--- config.mk ---
export PLATFORM = sky130hd
export DESIGN_NAME = pwm_duty_feeder
export DESIGN_NICKNAME = d
export VERILOG_FILES = /design/src/rtl/pwm_duty_feeder_pkg.sv /design/src/rtl/pwm_duty_feeder_fifo.sv /design/src/rtl/pwm_duty_feeder.sv
export SDC_FILE = /design/constraint.sdc
export NUM_CORES = 1
export LEC_CHECK = 0
export ABC_AREA = 1
export CORE_UTILIZATION = 45
export CTS_BUF_LIST = sky130_fd_sc_hd__clkbuf_4
export DETAILED_ROUTE_END_ITERATION = 8
export HOLD_SLACK_MARGIN = 0.02
export PLACE_DENSITY = 0.73
export SLEW_MARGIN = 30
export SYNTH_ARGS = -nofsm -noshare
export SYNTH_HDL_FRONTEND = slang
export SYNTH_SLANG_ARGS = --single-unit
--- constraint.sdc ---
create_clock -name clk -period 5.6 [get_ports clk]
set_clock_uncertainty 0.2 [all_clocks]
set_input_delay 1.4 -clock clk [delete_from_list [all_inputs] [get_ports clk]]
set_output_delay 1.4 -clock clk [all_outputs]
set_load 0.005 [all_outputs]
--- src/rtl/pwm_duty_feeder_pkg.sv ---
// Shared state type, duty width and mid-scale helper for the PWM duty feeder.
package pwm_pkg;

    typedef enum logic [1:0] {S_IDLE, S_PRIME, S_RUN} feeder_state_t;

    localparam int DUTY_W = 4;

    typedef logic [DUTY_W-1:0] duty_t;

    function automatic int duty_mid(input int n);
        return 1 << (n - 1);
    endfunction

endpackage

--- src/rtl/pwm_duty_feeder_fifo.sv ---
// sample_fifo: small circular sample buffer with occupancy count and synchronous flush.
module sample_fifo #(
    parameter int W     = 8,
    parameter int DEPTH = 4
) (
    input  logic                     clk,
    input  logic                     rst_n,
    input  logic                     push,
    input  logic                     pop,
    input  logic                     flush,
    input  logic [W-1:0]             wr_data,
    output logic [W-1:0]             rd_data,
    output logic                     full,
    output logic                     empty,
    output logic [$clog2(DEPTH):0]   level
);

    localparam int AW = $clog2(DEPTH);
    localparam int LW = AW + 1;

    logic [W-1:0]  mem [DEPTH];
    logic [AW-1:0] wr_ptr;
    logic [AW-1:0] rd_ptr;
    logic          do_push;
    logic          do_pop;

    assign full    = (level == LW'(DEPTH));
    assign empty   = (level == '0);
    assign do_push = push && !full;
    assign do_pop  = pop && !empty;
    assign rd_data = mem[rd_ptr];

    // DEPTH is a power of two, so pointers wrap by plain overflow.
    always_ff @(posedge clk or negedge rst_n) begin
        if (!rst_n) begin
            wr_ptr <= '0;
            rd_ptr <= '0;
            level  <= '0;
        end else if (flush) begin
            wr_ptr <= '0;
            rd_ptr <= '0;
            level  <= '0;
        end else begin
            if (do_push) wr_ptr <= wr_ptr + AW'(1);
            if (do_pop)  rd_ptr <= rd_ptr + AW'(1);
            case ({do_push, do_pop})
                2'b10:   level <= level + LW'(1);
                2'b01:   level <= level - LW'(1);
                default: level <= level;
            endcase
        end
    end

    always_ff @(posedge clk) begin
        if (do_push) mem[wr_ptr] <= wr_data;
    end

endmodule

--- src/rtl/pwm_duty_feeder.sv ---
// Buffers signed samples, applies volume and emits one duty word per PWM period.
// Optional dither is enabled by defining PWM_DUTY_FEEDER_DITHER_EN.
module pwm_duty_feeder
    import pwm_pkg::*;
#(
    parameter int N        = DUTY_W,
    parameter int SAMPLE_W = 8,
    parameter int DEPTH    = 4,
    parameter int PRIME    = 2
) (
    input  logic                   clk,
    input  logic                   rst_n,
    input  logic                   ena,
    input  logic                   s_valid,
    output logic                   s_ready,
    input  logic [SAMPLE_W-1:0]    s_data,
    input  logic                   period_tick,
    input  logic                   vol_up,
    input  logic                   vol_dn,
    output logic [N-1:0]           duty,
    output logic                   underrun,
    output logic [$clog2(DEPTH):0] level
);

    localparam int            LW        = $clog2(DEPTH) + 1;
    localparam logic [N-1:0]  MID       = N'(duty_mid(N));
    localparam logic [LW-1:0] PRIME_LVL = LW'(PRIME);

    feeder_state_t               state;
    logic [1:0]                  vol;
    logic                        fifo_full;
    logic                        fifo_empty;
    logic [SAMPLE_W-1:0]         fifo_head;
    logic                        do_push;
    logic                        do_pop;
    logic                        do_flush;
    logic signed [SAMPLE_W-1:0]  head_s;
    logic signed [SAMPLE_W-1:0]  scaled;
    logic [SAMPLE_W-1:0]         offset_u;
    logic [SAMPLE_W-1:0]         dithered;
    logic [N-1:0]                duty_next;

    assign s_ready  = !fifo_full;
    assign do_push  = s_valid && s_ready;
    assign do_pop   = (state == S_RUN) && ena && period_tick && !fifo_empty;
    assign do_flush = (state == S_RUN) && !ena;

    sample_fifo #(
        .W     (SAMPLE_W),
        .DEPTH (DEPTH)
    ) u_fifo (
        .clk     (clk),
        .rst_n   (rst_n),
        .push    (do_push),
        .pop     (do_pop),
        .flush   (do_flush),
        .wr_data (s_data),
        .rd_data (fifo_head),
        .full    (fifo_full),
        .empty   (fifo_empty),
        .level   (level)
    );

    // Offset binary is the signed value with its sign bit inverted.
    assign head_s   = fifo_head;
    assign scaled   = head_s >>> (2'd3 - vol);
    assign offset_u = {~scaled[SAMPLE_W-1], scaled[SAMPLE_W-2:0]};

`ifdef PWM_DUTY_FEEDER_DITHER_EN
    localparam int DW = SAMPLE_W - N;

    logic [7:0]        lfsr;
    logic [SAMPLE_W:0] dith_sum;

    assign dith_sum = {1'b0, offset_u} + {{(SAMPLE_W + 1 - DW){1'b0}}, lfsr[DW-1:0]};
    assign dithered = dith_sum[SAMPLE_W] ? '1 : dith_sum[SAMPLE_W-1:0];

    always_ff @(posedge clk or negedge rst_n) begin
        if (!rst_n) begin
            lfsr <= 8'hA5;
        end else if (do_pop) begin
            lfsr <= {lfsr[6:0], lfsr[7] ^ lfsr[5] ^ lfsr[4] ^ lfsr[3]};
        end
    end
`else
    assign dithered = offset_u;
`endif

    assign duty_next = N'(dithered >> (SAMPLE_W - N));

    always_ff @(posedge clk or negedge rst_n) begin
        if (!rst_n) begin
            vol <= 2'd2;
        end else if (vol_up && !vol_dn && vol != 2'd3) begin
            vol <= vol + 2'd1;
        end else if (vol_dn && !vol_up && vol != 2'd0) begin
            vol <= vol - 2'd1;
        end
    end

    // Dropping ena always wins over a tick arriving in the same cycle.
    always_ff @(posedge clk or negedge rst_n) begin
        if (!rst_n) begin
            state    <= S_IDLE;
            duty     <= MID;
            underrun <= 1'b0;
        end else begin
            underrun <= 1'b0;
            case (state)
                S_IDLE: begin
                    duty <= MID;
                    if (ena) state <= S_PRIME;
                end
                S_PRIME: begin
                    if (!ena) begin
                        state <= S_IDLE;
                        duty  <= MID;
                    end else if (level >= PRIME_LVL) begin
                        state <= S_RUN;
                    end
                end
                S_RUN: begin
                    if (!ena) begin
                        state <= S_IDLE;
                        duty  <= MID;
                    end else if (period_tick) begin
                        if (!fifo_empty) begin
                            duty <= duty_next;
                        end else begin
                            underrun <= 1'b1;
                            duty     <= MID;
                            state    <= S_PRIME;
                        end
                    end
                end
                default: begin
                    state <= S_IDLE;
                    duty  <= MID;
                end
            endcase
        end
    end

endmodule

# Word-level counts from Yosys, hierarchy flattened
# Memories as Yosys holds them, arrays and structs flattened.
# Cells that the tools add are included.
# word_totals
in_bits	15
wordCells	80
out_inout_bits	9
mem_bits_rw	32
mem_count	1
regBits	16
# op_classes
n_eq_ne	11
shifts	1
add_sub_neg	7
reduce_logical	25
mux	26
bitwise	1
magnitude_cmp	1
# mem_list
name	depth	word_bits	rd	rd_ports_with_merged_regs	write_ports	line	text
u_fifo.mem	4	8	1	0	1	pwm_duty_feeder_fifo.sv:21	logic [W-1:0] mem [DEPTH];
# op_table
op	n
$mux 2	12
$mux 4	4
$logic_and 1x1->1	11
$ne 3x3->1 const B	3
$pmux 4 s2	1
$reduce_bool 2->1	4
$sshr 8x2->8	1
$add 2x1->2 const B	3
$mux 1	6
$ne 2x2->1 const B	3
$pmux 2 s3	1
$pmux 3 s2	1
$logic_not 1->1	5
$eq 2x1->1 const B	2
$eq 2x2->1 const B	2
$reduce_and 4->1	1
$add 3x1->3 const B	1
$eq 3x3->1 const B	1
$ge 3x2->1 const B	1
$logic_not 3->1	1
$mux 3	1
$reduce_bool 3->1	1
$sub 3x1->3 const B	1
$logic_not 2->1	1
other kinds (4)	4

# Longest topological paths before layout
# Gate-level depths: netlist of run 1.
# depth
ltp_word	8
depth_mapped	12
mapped_depth_nobuf	12

# Hierarchy
# From an unflattened synthesis of run 1, not the netlist that was laid out.
# hier_totals
hier_cells	229
area_unflattened_um2	2257.2
# modules_own_cells
mod	cells_per_inst	n_inst	seq_area_each_um2	area_each_um2
sample_fifo	144	1	1136.1	1681.6
pwm_duty_feeder	85	1	227.7	575.6

# Least setup slack after synthesis of run 1
# Ideal clock, no wire load.
# synth_timing
path_type	input -> register
startpoint	input ena
endpoint	register u_fifo.level[2]
n_path_buf	0
required_time_ps	5283
slack_ps	2655
setup_ps	117
cell_stages	11
arrival_ps	2628
path_cell_list	nand2_2 -> nor2_4 -> nand3_4 -> clkinv_4 -> nand2_4 -> inv_1 -> fa_1 -> xor2_1 -> nand3b_1 -> nand3_1 -> nor2_1
# synth_via
elab_chain_len	7
elab_cells_between_ends	11
cone_classes	eq/ne: 2; mux: 2; reduce/logical: 7
# synth_lines
item	line	text
start: declaration	pwm_duty_feeder.sv:13	input logic ena,
$logic_and 1x1->1 (3 in a row)	pwm_duty_feeder.sv:45	assign do_pop = (state == S_RUN) && ena && period_tick && !fifo_empty;
$logic_and 1x1->1	pwm_duty_feeder_fifo.sv:30	assign do_pop = pop && !empty;
$eq 2x1->1 / $eq 2x2->1 (equally long branches)	pwm_duty_feeder_fifo.sv:46	case ({do_push, do_pop})
$pmux 3 s2	pwm_duty_feeder_fifo.sv:46	
$mux 3	pwm_duty_feeder_fifo.sv:39	end else if (flush) begin
end signal: assignment	pwm_duty_feeder_fifo.sv:47	2'b10: level <= level + LW'(1);
end signal: assignment	pwm_duty_feeder_fifo.sv:48	2'b01: level <= level - LW'(1);
end signal: assignment	pwm_duty_feeder_fifo.sv:49	default: level <= level;
end: declaration	pwm_duty_feeder_fifo.sv:15	output logic [$clog2(DEPTH):0] level
# Parallel ways exist; a longest one is shown, timed or not.
# A chain may end at the register's enable or synchronous reset.

# Worst setup path in the final report of run 1
# Same ends and word-level chain as after synthesis.

==> results.yml, run 1 <==
status:
  status: "finished, final reports clean"
grt:
  grt_pass1_wl_um: 4588
  grt_start_max_net_pins: 17
  grt.overflow.total: 0
  grt_pass1_vias: 1101
  grt_usage: 0.1723
  antenna_found_initial: 0
routing:
  via_per_inst: 4.996
  drt-total-wl_um: 2803
  detail_route.wl_per_cell_um: 11.58
  via_count: 1209
  drc: 0
  antenna_left: 0
  first_pass_iters: 4
  drt-initial-drc-count: 72
yosys:
  synth_area_per_cell_sq_um: 9.369
  synth.distinct_cells: 27
  synthesis.nets: 190
  ys_ff_latch: 32
  synth_cells: 170
  yosysSeqAreaShare: 0.5546
  syn_area_sq_um: 1593
  yosys_warnings: 0
placed_design:
  dpl-instance-area_sq_um: 1833
  dp_hpwl_um: 2170
  io_buffers: 19
  place_congestion: 0.8042
die:
  dieHeight_um: 61.50
  rows: 21
  initial_utilization: 0.4736
  dieArea_sq_um: 3782
  core_sq_um: 3363
  ioPinCount: 24
  chipWidth_um: 61.50
critical_path:
  cp_cell_sequence: "clkdlybuf4s50_1, nand2_2, nor2_4, nand3_4, clkinv_4, nand2_4, inv_1, fa_1, xor2_1, nand3b_1, nand3_1, nor2_1"
  critical_path.top_delay_family: "simple AND/OR/NAND/NOR gates"
  critPathBufInv: 3
  worst_setup_path_start_kind: "input port"
  worst_path_max_delay_cell: "clkdlybuf4s50_1"
  critical_path_class: "in2reg"
  path_max_fanout: 9
  critical_path_arrival_ns: 3.27
  critPathRequiredTime_ns: 5.63
  end_kind: "flip-flop"
  max_stage_delay_ns: 0.45
pwr:
  p_per_area_nw_per_um2: 438.9
  p_leak_nw: 0.8473
  peakVddDrop_mv: 0.1773
sta:
  fmax_mhz: 309.5
  maxSlewHeadroom: 0.5312
  final-max-slew-violation-count: 0
  period_needed_ns: 3.231
  worst_pin_slew_ns: 0.7010
  fin_crit_sh: 0.5769
  rsz0062_at_grt: "no"
  hold_viol: 0
  finalSetupViolations: 0
  holdWs_ns: 0.2990
  tns_ns: 0
layout:
  fillers: 324
  final_net_count: 215
  design_area_sq_um: 1884
  final_layout_size_suffix_gt1_frac: 0.1071
  area_growth_pct: 18.30
  antenna_cells: 0
cts:
  clock-sinks: 32
  cts_buffers: 5
  clk_latency_ns: 0.33
  cts-root-buf: "clkbuf_4"
  post_cts_resized: 0
  post_cts_buffers: 0
  cts_tree: "built"
  htreeDepth: 2
  clkTransAtPathRegs_ns: 0.10
  hold_buffers: 0
  clockBufferDepth: 2
job:
  maxCapViolations: 0
hold_path:
  hold_path.class: "reg2reg"
## through the flow
stage | setup slack (ns) | total power [mW] | instances | util
after floorplan | 2.655 | 0.6036 | 170 | -
after global placement | 2.108 | 0.6893 | 234 | 0.5450
after detailed placement | 2.024 | 0.7064 | 234 | 0.5450
after CTS | 2.372 | 0.8309 | 242 | 0.5603
after global routing | 2.253 | 0.8946 | 242 | 0.5603
final | 2.369 | 0.8271 | 242 | 0.5603
## layout by cell type, fill, tap and decap left out, types with 3 or more instances in the layout
cell              n
nand2_4           4
inv_1            19
edfxtp_1         16
clkdlybuf4s50_1  19
inv_2             3
o21ai_0           7
a21oi_1           4
dfrtp_1          14
clkbuf_4          5
nand3_1          23
nand2_1          47
ha_1              4
nor2_1           11
## synth_stat cells
library cell  number  area share
nand2_1           47        0.11
nand3_1           23       0.072
inv_1             19       0.045
edfxtp_1          16        0.30
dfrtp_1           14        0.22
nor2_1            11       0.026
o21ai_0            7       0.022
a21oi_1            4       0.013
ha_1               4       0.031
nand2_4            4       0.028
dfstp_2            2       0.033
inv_2              2      0.0047
nand4_1            2      0.0079
xor2_1             2       0.011
and2_1             1      0.0039
buf_4              1      0.0047
clkinv_1           1      0.0024
clkinv_4           1      0.0055
fa_1               1       0.013
nand2_2            1      0.0039
nand3_2            1      0.0063
nand3_4            1       0.011
nand3b_1           1      0.0047
nor2_4             1      0.0071
nor3_1             1      0.0031
nor4_1             1      0.0039
o211ai_1           1      0.0047
## registers in the layout (all words and copies together), names as in the netlist
name           cells
underrun           1
u_fifo.level       3
vol                2
u_fifo.wr_ptr      2
state              2
u_fifo.mem        16
u_fifo.rd_ptr      2
duty               4
## metal layers
layer  part of all wire  wire length (um)  up-vias  global-route usage
met5                  0                 0        -                   0
met4              0.019                54        0             0.07619
met3              0.039               108        7             0.05882
met2               0.49              1387       22              0.2888
met1               0.45              1252      573              0.1997
li1                   -                 -      607                   -
## worst paths after layout
check	from	to	slack [ns]	depth (start not counted)
worst max-delay path	ena	u_fifo.level[2]$_DFFE_PN0P_	2.37	12
worst min register to register	duty[1]$_DFFE_PN0P_	duty[1]$_DFFE_PN0P_	0.30	2
max in group asynchronous	rst_n	u_fifo.level[1]$_DFFE_PN0P_	3.48	1
worst max register to register	u_fifo.level[1]$_DFFE_PN0P_	u_fifo.level[2]$_DFFE_PN0P_	3.34	11
min in group asynchronous	rst_n	vol[0]$_DFFE_PN0P_	1.28	1
worst min-delay path	duty[1]$_DFFE_PN0P_	duty[1]$_DFFE_PN0P_	0.30	2
## cell families (layout without fill, tap and decap cells)
| kind of cell | Yosys count | count (layout) | share of synthesized area |
|---|---|---|---|
| AOI/OAI and AO/OA | 12 | 12 | 0.03928 |
| xor gates and xnor gates | 2 | 2 | 0.01100 |
| adders and majority gates | 5 | 5 | 0.04399 |
| buffers and inverters | 24 | 50 | 0.06206 |
| DFF | 32 | 32 | 0.5546 |
| and+or+nand+nor | 95 | 95 | 0.2891 |
## layout make-up
type                       count  area, sq um  share of cell area
inverter                      23        91.34             0.04847
tap                           46        57.56             0.03054
multi-input combinational    114        610.6              0.3240
clock buffer                   5        37.54             0.01992
timing repair buffer          19        190.2              0.1009
clock inverter                 3        13.76            0.007304
sequential                    32        883.3              0.4688
## power by group
| part | internal (mW) | switching, mW | total [mW] |
|---|---|---|---|
| logic | 0.134 | 0.198 | 0.332 |
| registers | 0.314 | 0.0557 | 0.370 |
| clock network | 0.0463 | 0.0789 | 0.125 |
## tightest hold or removal path, delay by kind of cell (launching register included)
family	cells	cell delay, ns
AND/OR/NAND/NOR	2	0.12
flip-flops	1	0.36
(Power assumes the default switching activity.)
==> run 2: changes to the inputs <==
--- a/config.mk
+++ b/config.mk
@@ -10,7 +10,7 @@
 export CTS_BUF_LIST = sky130_fd_sc_hd__clkbuf_4
 export DETAILED_ROUTE_END_ITERATION = 8
 export HOLD_SLACK_MARGIN = 0.02
-export PLACE_DENSITY = 0.73
+export PLACE_DENSITY = 0.76
 export SLEW_MARGIN = 30
 export SYNTH_ARGS = -nofsm -noshare
 export SYNTH_HDL_FRONTEND = slang
==> constraint.sdc (replaced) <==
create_clock -name clk -period 2.65 [get_ports clk]
set_clock_uncertainty 0.2 [all_clocks]
set_input_delay 0.6625 -clock clk [delete_from_list [all_inputs] [get_ports clk]]
set_output_delay 0.6625 -clock clk [all_outputs]
set_load 0.005 [all_outputs]
==> run 2 against run 1 <==
  * Final cell count up 2.5%
  * First-iteration DRC count down 21%
  * Count of clock-buffer cells in the layout unchanged
  * Worst hold slack worse by 0.0088 ns
  * Non-clock buffer count up 6
  * Power up 110%
  * Utilization up 1.3 points
  * Critical path type is now reg2out
==> results.yml, run 2 (synthesis results as in run 1) <==
routing:
  via_count: 1184
  via_per_inst: 4.774
  drt-initial-drc-count: 57
  antenna_left: 0
  drt-total-wl_um: 2798
  drc: 0
  first_pass_iters: 4
  detail_route.wl_per_cell_um: 11.28
cts:
  post_cts_resized: 0
  clkTransAtPathRegs_ns: 0.10
  post_cts_buffers: 0
  clk_latency_ns: 0.34
  hold_buffers: 0
  cts_buffers: 5
  clock-sinks: 32
  htreeDepth: 2
  cts-root-buf: "clkbuf_4"
  cts_tree: "built"
  clockBufferDepth: 2
layout:
  final_layout_size_suffix_gt1_frac: 0.1337
  area_growth_pct: 21.13
  multiInputGateArea_sq_um: 610.6
  layout_commonest_cell: "nand2_1"
  top_register: "u_fifo.mem"
  fillers: 316
  final_net_count: 221
  layout.cells.non_filler: 248
  largestRegisters: "u_fifo.mem x16, duty x4, u_fifo.level x3"
  layout_common_cells: "nand2_1 (47), nand3_1 (23), inv_1 (19), clkdlybuf4s50_1 (19), edfxtp_1 (16)"
  largest_register_ffs: 16
  seq_area_sq_um: 883.3
  antenna_cells: 0
critical_path:
  regToRegSetupSlack_ns: 0.52
  worst_setup_path_start_kind: "flip-flop"
  end_kind: "primary output"
  path_max_fanout: 4
  timing.rr.start: "u_fifo.level[0]$_DFFE_PN0P_"
  endpoint: "s_ready"
  reg2reg_depth: 11
  critical_path_arrival_ns: 1.57
  r2r-end: "u_fifo.level[2]$_DFFE_PN0P_"
  critical_path_class: "reg2out"
  crit_start: "u_fifo.level[0]$_DFFE_PN0P_"
  critPathRequiredTime_ns: 1.79
sta:
  period_needed_ns: 2.431
  tns_ns: 0
  fin_crit_sh: 0.9174
  maxSlewHeadroom: 0.7512
  worst_pin_slew_ns: 0.3718
  holdWs_ns: 0.2902
  fmax_mhz: 411.3
  final-max-slew-violation-count: 0
  finalSetupViolations: 0
  rsz0062_at_grt: "no"
  hold_viol: 0
pwr:
  intPower_mw: 1.056
  p_sw_frac: 0.3981
  p_per_area_nw_per_um2: 909.7
  power.share.clock: 0.150
  p_leak_nw: 0.8754
  comb_power_share: 0.406
  switchingPower_mw: 0.6988
  p_seq_frac: 0.444
  peakVddDrop_mv: 0.3790
placed_design:
  dp.cells: 240
  dp_hpwl_um: 2187
  io_buffers: 19
  place_congestion: 0.7307
die:
  dieHeight_um: 61.50
  initial_utilization: 0.4736
  ioPinCount: 24
  rows: 21
  chipWidth_um: 61.50
  core_sq_um: 3363
  dieArea_sq_um: 3782
grt:
  grt_pass1_wl_um: 4533
  grt_pass1_vias: 1046
  grt.overflow.total: 0
  grt_usage: 0.1711
  antenna_found_initial: 0
  grt_start_max_net_pins: 17
job:
  maxCapViolations: 0
hold_path:
  hold_path.class: "reg2reg"
  min_path_cells: 2
status:
  status: "finished, final reports clean"
run 2: cell count changes in the layout (fill, tap and decap cells not counted):
cell / before / now
buf_4: 0 / 6
run 2: power groups by stage:
stage	registers (mW)	clock network [mW]	logic, mW
after floorplan	0.756	0	0.520
after global placement	0.788	0	0.688
after detailed placement	0.792	0	0.712
after CTS	0.782	0.272	0.717
final	0.779	0.263	0.713
after global routing	0.799	0.295	0.820
run 2: how the worst min path moves through the flow:
| stage | startpoint | to | slack [ns] |
|---|---|---|---|
| 4_1_cts | duty[2]$_DFFE_PN0P_ | duty[2]$_DFFE_PN0P_ | 0.30 |
| 6_report | duty[2]$_DFFE_PN0P_ | duty[2]$_DFFE_PN0P_ | 0.29 |
| 3_3_place_gp | duty[1]$_DFFE_PN0P_ | duty[1]$_DFFE_PN0P_ | 0.27 |
| 3_5_place_dp | duty[2]$_DFFE_PN0P_ | duty[2]$_DFFE_PN0P_ | 0.27 |
| 2_1_floorplan | rst_n | duty[0]$_DFFE_PN0P_ | 0.17 |
| 5_1_grt | duty[1]$_DFFE_PN0P_ | duty[1]$_DFFE_PN0P_ | 0.34 |
run 2: through the flow:
stage | setup WS [ns] | cell area, sq um | total power [mW] | util
CTS | 0.1981 | 1929 | 1.771 | 0.5737
global route | 0.1218 | 1929 | 1.914 | 0.5737
floorplan | 0.4422 | 1593 | 1.276 | -
detailed placement | -0.03041 | 1878 | 1.504 | 0.5584
finish | 0.2188 | 1929 | 1.755 | 0.5737
global placement | 0.03153 | 1878 | 1.475 | 0.5584
run 2: per-layer routing:
metal	wire, um	share of wire	GRT usage	vias up
met5	0	0	0	-
met4	63	0.023	0.06667	0
met1	1272	0.45	0.2164	544
met2	1372	0.49	0.2719	16
li1	-	-	-	618
met3	90	0.032	0.05672	6
run 2: worst max-delay path, cell delays in order (launching register included):
cell             delay, ns
dfrtp_1               0.43
inv_1                 0.11
nand3_1               0.16
clkdlybuf4s50_1       0.53
run 2: area by class of cell:
cell class                 instances  area share
tap                               46     0.02983
timing repair buffer              25      0.1219
inverter                          23     0.04734
clock inverter                     3    0.007134
multi-input combinational        114      0.3165
clock buffer                       5     0.01946
sequential                        32      0.4578
==> RTL change 1 (config.mk and constraints of run 1) <==
Register the input `period_tick` before use, with the module's reset. The logic sees it one clock later. The other inputs are not delayed to match.
--- a/src/rtl/pwm_duty_feeder.sv
+++ b/src/rtl/pwm_duty_feeder.sv
@@ -26,6 +26,16 @@
     localparam logic [N-1:0]  MID       = N'(duty_mid(N));
     localparam logic [LW-1:0] PRIME_LVL = LW'(PRIME);
 
+    logic period_tick_q;
+
+    always_ff @(posedge clk or negedge rst_n) begin
+        if (!rst_n) begin
+            period_tick_q <= '0;
+        end else begin
+            period_tick_q <= period_tick;
+        end
+    end
+
     feeder_state_t               state;
     logic [1:0]                  vol;
     logic                        fifo_full;
@@ -42,7 +52,7 @@
 
     assign s_ready  = !fifo_full;
     assign do_push  = s_valid && s_ready;
-    assign do_pop   = (state == S_RUN) && ena && period_tick && !fifo_empty;
+    assign do_pop   = (state == S_RUN) && ena && period_tick_q && !fifo_empty;
     assign do_flush = (state == S_RUN) && !ena;
 
     sample_fifo #(
@@ -123,7 +133,7 @@
                     if (!ena) begin
                         state <= S_IDLE;
                         duty  <= MID;
-                    end else if (period_tick) begin
+                    end else if (period_tick_q) begin
                         if (!fifo_empty) begin
                             duty <= duty_next;
                         end else begin
Function: changed (a bounded check fails within 10 cycles, from zero or initial values and one cycle with rst_n low).
==> RTL change 1 against run 1 <==
Total power up 4.0%; design area up 4.4%; wire length up 5.5%; setup slack better by 0.10 ns; area after synthesis up 5.6%; sequential cell count up 1; combinational power up 4%; first-iteration DRC count up 2.8%; via count up 2.4%; worst hold slack worse by 0.0053 ns; critical endpoint unchanged; highest routed layer unchanged.
==> RTL change 1: results <==
metrics = {
    "run_status": {
        "run_status": "finished, final reports clean",
    },
    "grt": {
        "global_route_usage_over_all_layers_pct": 17.0,
        "grt_pass1_wl_mm": 5.10,
        "grt_max_degree": 18,
        "number_of_global_route_vias_before_repair": 1194,
    },
    "synthesis": {
        "synth.net_count": 196,
        "async_flop_share_pct": 51.5,
        "yosys.area_share.xor_xnor_pct": 1.04,
        "synth_fa_ha_area_share_pct": 4.17,
        "synth_sequential_area_ratio_pct": 54.0,
        "synth_compound_area_share_pct": 4.84,
        "synthesis.instances": 176,
        "synth_top_cells_by_area": "sky130_fd_sc_hd__edfxtp_1, sky130_fd_sc_hd__dfrtp_1, sky130_fd_sc_hd__nand2_1",
        "synthDistinctLibCells": 30,
    },
    "place": {
        "gpl.final_weighted_congestion": 0.816,
        "dp_worst_setup_slack_ns": 2.14,
        "dp_area_um2": 1910,
        "placed_cells_incl_taps": 239,
    },
    "detailed_routing": {
        "vias_per_cell": 5.01,
        "drt_iter0_drc": 74,
        "post_drt_wl_per_cell_um": 12.0,
    },
    "sta": {
        "fin_worst_hold_slack_ns": 0.294,
        "tightestPinTransition_ns": 0.764,
        "period_minus_slack_ns": 3.13,
    },
    "finish": {
        "drive_gt1_share_pct": 15.9,
        "finish.net_count": 220,
        "finalNonFillerCells": 247,
        "num-fill-cells": 329,
    },
    "pwr": {
        "p_leak_nw": 0.880,
        "ir_drop_mv": 0.178,
    },
    "setup_path": {
        "ff2ff_setup_slack_ns": 3.43,
        "critPathArrivalTime_ns": 3.15,
        "r2r_start": "u_fifo.level[2]$_DFFE_PN0P_",
    },
}
RTL change 1: changes by cell type in the layout (fill, tap and decap cells not counted), sizes merged, moves of 2 or more:
cell    delta
nor2       +8
nand2      -6
clkinv     -3
inv        +3
clkbuf     +2
RTL change 1: area by class of cell:
| cell class | count | area (um2) | share of cell area (%) |
|---|---|---|---|
| Sequential cell | 33 | 908 | 46.2 |
| Multi-Input combinational cell | 116 | 658 | 33.5 |
| Timing Repair Buffer | 19 | 190 | 9.67 |
| Inverter | 25 | 96.3 | 4.90 |
| Tap cell | 46 | 57.6 | 2.93 |
| Clock buffer | 7 | 52.6 | 2.67 |
| Clock inverter | 1 | 3.75 | 0.191 |
RTL change 1: power by group:
group	internal, mW	leakage (nW)	switching [mW]
Sequential	0.322	0.359	0.0627
Combinational	0.137	0.487	0.207
Clock	0.0579	0.0338	0.0745
RTL change 1: worst max-delay path: stages:
cell and delay, ns:
sky130_fd_sc_hd__clkdlybuf4s50_1 0.50, sky130_fd_sc_hd__nand3_2 0.15, sky130_fd_sc_hd__nor2_4 0.05, sky130_fd_sc_hd__nand3_4 0.09
sky130_fd_sc_hd__inv_1 0.07, sky130_fd_sc_hd__fa_1 0.39, sky130_fd_sc_hd__xnor2_1 0.22, sky130_fd_sc_hd__inv_1 0.06
sky130_fd_sc_hd__nand2_1 0.06, sky130_fd_sc_hd__nand2_1 0.05, sky130_fd_sc_hd__nand3_1 0.06, sky130_fd_sc_hd__nand2_1 0.05
RTL change 1: layer usage:
layer | GRT usage (%) | routed length (um)
met5 | 0 | 0
met4 | 6.40 | 54
met3 | 6.16 | 134
met2 | 27.3 | 1430
met1 | 20.6 | 1340
==> RTL change 2 (settings of run 1) <==
Made on the original files. The option `PWM_DUTY_FEEDER_DITHER_EN` is turned on by a define.
--- a/src/rtl/pwm_duty_feeder.sv
+++ b/src/rtl/pwm_duty_feeder.sv
@@ -1,5 +1,7 @@
 // Buffers signed samples, applies volume and emits one duty word per PWM period.
 // Optional dither is enabled by defining PWM_DUTY_FEEDER_DITHER_EN.
+`define PWM_DUTY_FEEDER_DITHER_EN
+
 module pwm_duty_feeder
     import pwm_pkg::*;
 #(
Function: changed (a bounded check fails within 10 cycles, from zero or initial values and one cycle with rst_n low).
==> RTL change 2 against run 1 <==
Critical path depth did not move; largest cell class unchanged; design area rose by 72%; combinational power rose by 120%; wire length rose by 87%; critical path type unchanged; critical endpoint unchanged; sequential cell count rose by 24; total power rose by 94%; setup slack got worse by 0.56 ns; area after synthesis rose by 83%.
==> RTL change 2: results <==
metrics = {
    "setup_path": {
        "critical_path.max_fanout": 13,
        "rr_endpoint": "duty[2]$_DFFE_PN0P_",
        "r2r_start": "u_fifo.rd_ptr[0]$_DFFE_PN0P_",
        "ff2ff_setup_slack_ns": 2.71,
        "critPathArrivalTime_ns": 3.86,
        "worst_reg_to_reg_path_cell_count": 14,
        "worst_setup_sp": "ena",
    },
    "place": {
        "port_buffers": 23,
        "placed_cells_incl_taps": 414,
        "detailed_place_hpwl_mm": 3.92,
        "gpl.final_weighted_congestion": 0.820,
    },
    "finish": {
        "largest_registers_ranked_by_flip_flop_count": "u_fifo.mem x32, lfsr x8, duty x4",
        "drive_gt1_share_pct": 12.1,
        "num-fill-cells": 565,
        "antenna_cells_inserted": 0,
        "finish.net_count": 369,
        "finalNonFillerCells": 422,
    },
    "grt": {
        "number_of_global_route_vias_before_repair": 1997,
        "global_route_usage_over_all_layers_pct": 17.5,
        "grt_max_degree": 25,
        "grt_pass1_wl_mm": 8.79,
        "initial_antenna_violation_count": 0,
    },
    "run_status": {
        "run_status": "finished, final reports clean",
    },
    "min_path": {
        "hold_end": "lfsr[5]$_DFFE_PN1P_",
        "min-delay-start": "lfsr[5]$_DFFE_PN1P_",
        "hold_path_class": "flip-flop to flip-flop",
        "worstHoldPathCells": 2,
    },
    "pwr": {
        "ir_drop_mv": 0.211,
        "internal_power_uw": 898,
        "p_leak_nw": 1.41,
    },
    "synthesis": {
        "synth_mux_area_share_pct": 0,
        "ys.warnings.count": 0,
        "synth_top_cells_by_area": "sky130_fd_sc_hd__edfxtp_1, sky130_fd_sc_hd__dfrtp_1, sky130_fd_sc_hd__nand2_1",
        "synth.net_count": 347,
        "synthDistinctLibCells": 30,
        "yosys.area_share.xor_xnor_pct": 1.80,
        "synth_ff_type": "sky130_fd_sc_hd__edfxtp_1",
        "netlist_top_cells_count": "sky130_fd_sc_hd__nand2_1, sky130_fd_sc_hd__nand3_1, sky130_fd_sc_hd__inv_1, sky130_fd_sc_hd__nor2_1, sky130_fd_sc_hd__edfxtp_1",
        "async_flop_share_pct": 42.9,
        "synth_compound_area_share_pct": 5.20,
        "synth_sequential_area_ratio_pct": 53.8,
        "synth_fa_ha_area_share_pct": 3.69,
        "synthesis.instances": 324,
        "synth_edf_count": 32,
    },
    "clock_tree": {
        "cts.clk_slew.worst_paths_ns": 0.16,
        "tritoncts.num_buffers": 5,
        "cts.sinks": 56,
        "htree_levels": 2,
        "worstSkewPairLatency_ns": 0.38,
        "cts.repair.resized": 0,
        "post-cts-setup-buffer-count": 0,
    },
    "detailed_routing": {
        "drt-pass1-iter-count": 4,
        "vias_per_cell": 5.10,
        "drt_iter0_drc": 85,
        "post_drt_wl_per_cell_um": 12.4,
    },
    "sta": {
        "fin_setup_tns_ns": 0,
        "tightestPinTransition_ns": 0.834,
        "fin_worst_hold_slack_ns": 0.297,
    },
}
## RTL change 2: cell count changes in the layout (fill, tap and decap cells not counted), sizes merged, moves of 3 or more
| cell | delta |
|---|---|
| dfrtp | +4 |
| nand2 | +44 |
| o21ai | +7 |
| xnor2 | +4 |
| nor2 | +24 |
| a31oi | +3 |
| ha | +3 |
| nand3 | +20 |
| edfxtp | +16 |
| clkinv | -3 |
| clkdlybuf4s50 | +3 |
| inv | +19 |
| dfstp | +4 |
## RTL change 2: power groups by stage
stage | Sequential (mW) | Clock, mW | Combinational (mW)
after floorplan | 0.622 | 0 | 0.632
after global placement | 0.678 | 0 | 0.723
after detailed placement | 0.681 | 0 | 0.744
after CTS | 0.672 | 0.192 | 0.746
after global routing | 0.689 | 0.205 | 0.853
final | 0.673 | 0.189 | 0.742
## RTL change 2: final cells by class
cell class,instances,share of cell area (%)
Multi-Input combinational cell,221,35.0
Timing Repair Buffer,23,6.96
Tap cell,75,2.90
Clock inverter,3,0.812
Clock buffer,5,1.16
Sequential cell,56,48.5
Inverter,39,4.68
## RTL change 2: kinds of logic after synthesis
group / after synthesis
compound gates: 26
flops: 56
simple gates: 181
xor+xnor: 6
buf+inv: 47
fa+ha+maj: 8
## RTL change 2: stage by stage
step / power, mW / setup slack [ns] / util, % / area [um2]
3_5_place_dp: 1.42 / 1.41 / 52.0 / 3170
6_report: 1.60 / 1.81 / 53.1 / 3240
3_3_place_gp: 1.40 / 1.58 / 52.1 / 3180
2_1_floorplan: 1.25 / 2.70 / - / 2910
5_1_grt: 1.75 / 1.52 / 53.1 / 3240
4_1_cts: 1.61 / 1.83 / 53.1 / 3240
## RTL change 2: metal layers
metal / share of wire (%) / track usage [%] / wire (um)
met2: 47 / 28.3 / 2450
met1: 49 / 23.8 / 2560
met4: 1.3 / 5.96 / 69
met5: 0 / 0 / 0
met3: 3.0 / 3.08 / 159
## RTL change 2: critical path: stages
cell and delay, ns:
sky130_fd_sc_hd__clkdlybuf4s50_1 0.51, sky130_fd_sc_hd__inv_1 0.05, sky130_fd_sc_hd__nor2_1 0.13, sky130_fd_sc_hd__nand2_1 0.10, sky130_fd_sc_hd__nor2_2 0.38, sky130_fd_sc_hd__inv_1 0.29, sky130_fd_sc_hd__nor2_1 0.27, sky130_fd_sc_hd__fa_1 0.24
sky130_fd_sc_hd__xnor2_1 0.14, sky130_fd_sc_hd__o21ai_0 0.13, sky130_fd_sc_hd__a31oi_1 0.14, sky130_fd_sc_hd__nor2_1 0.05
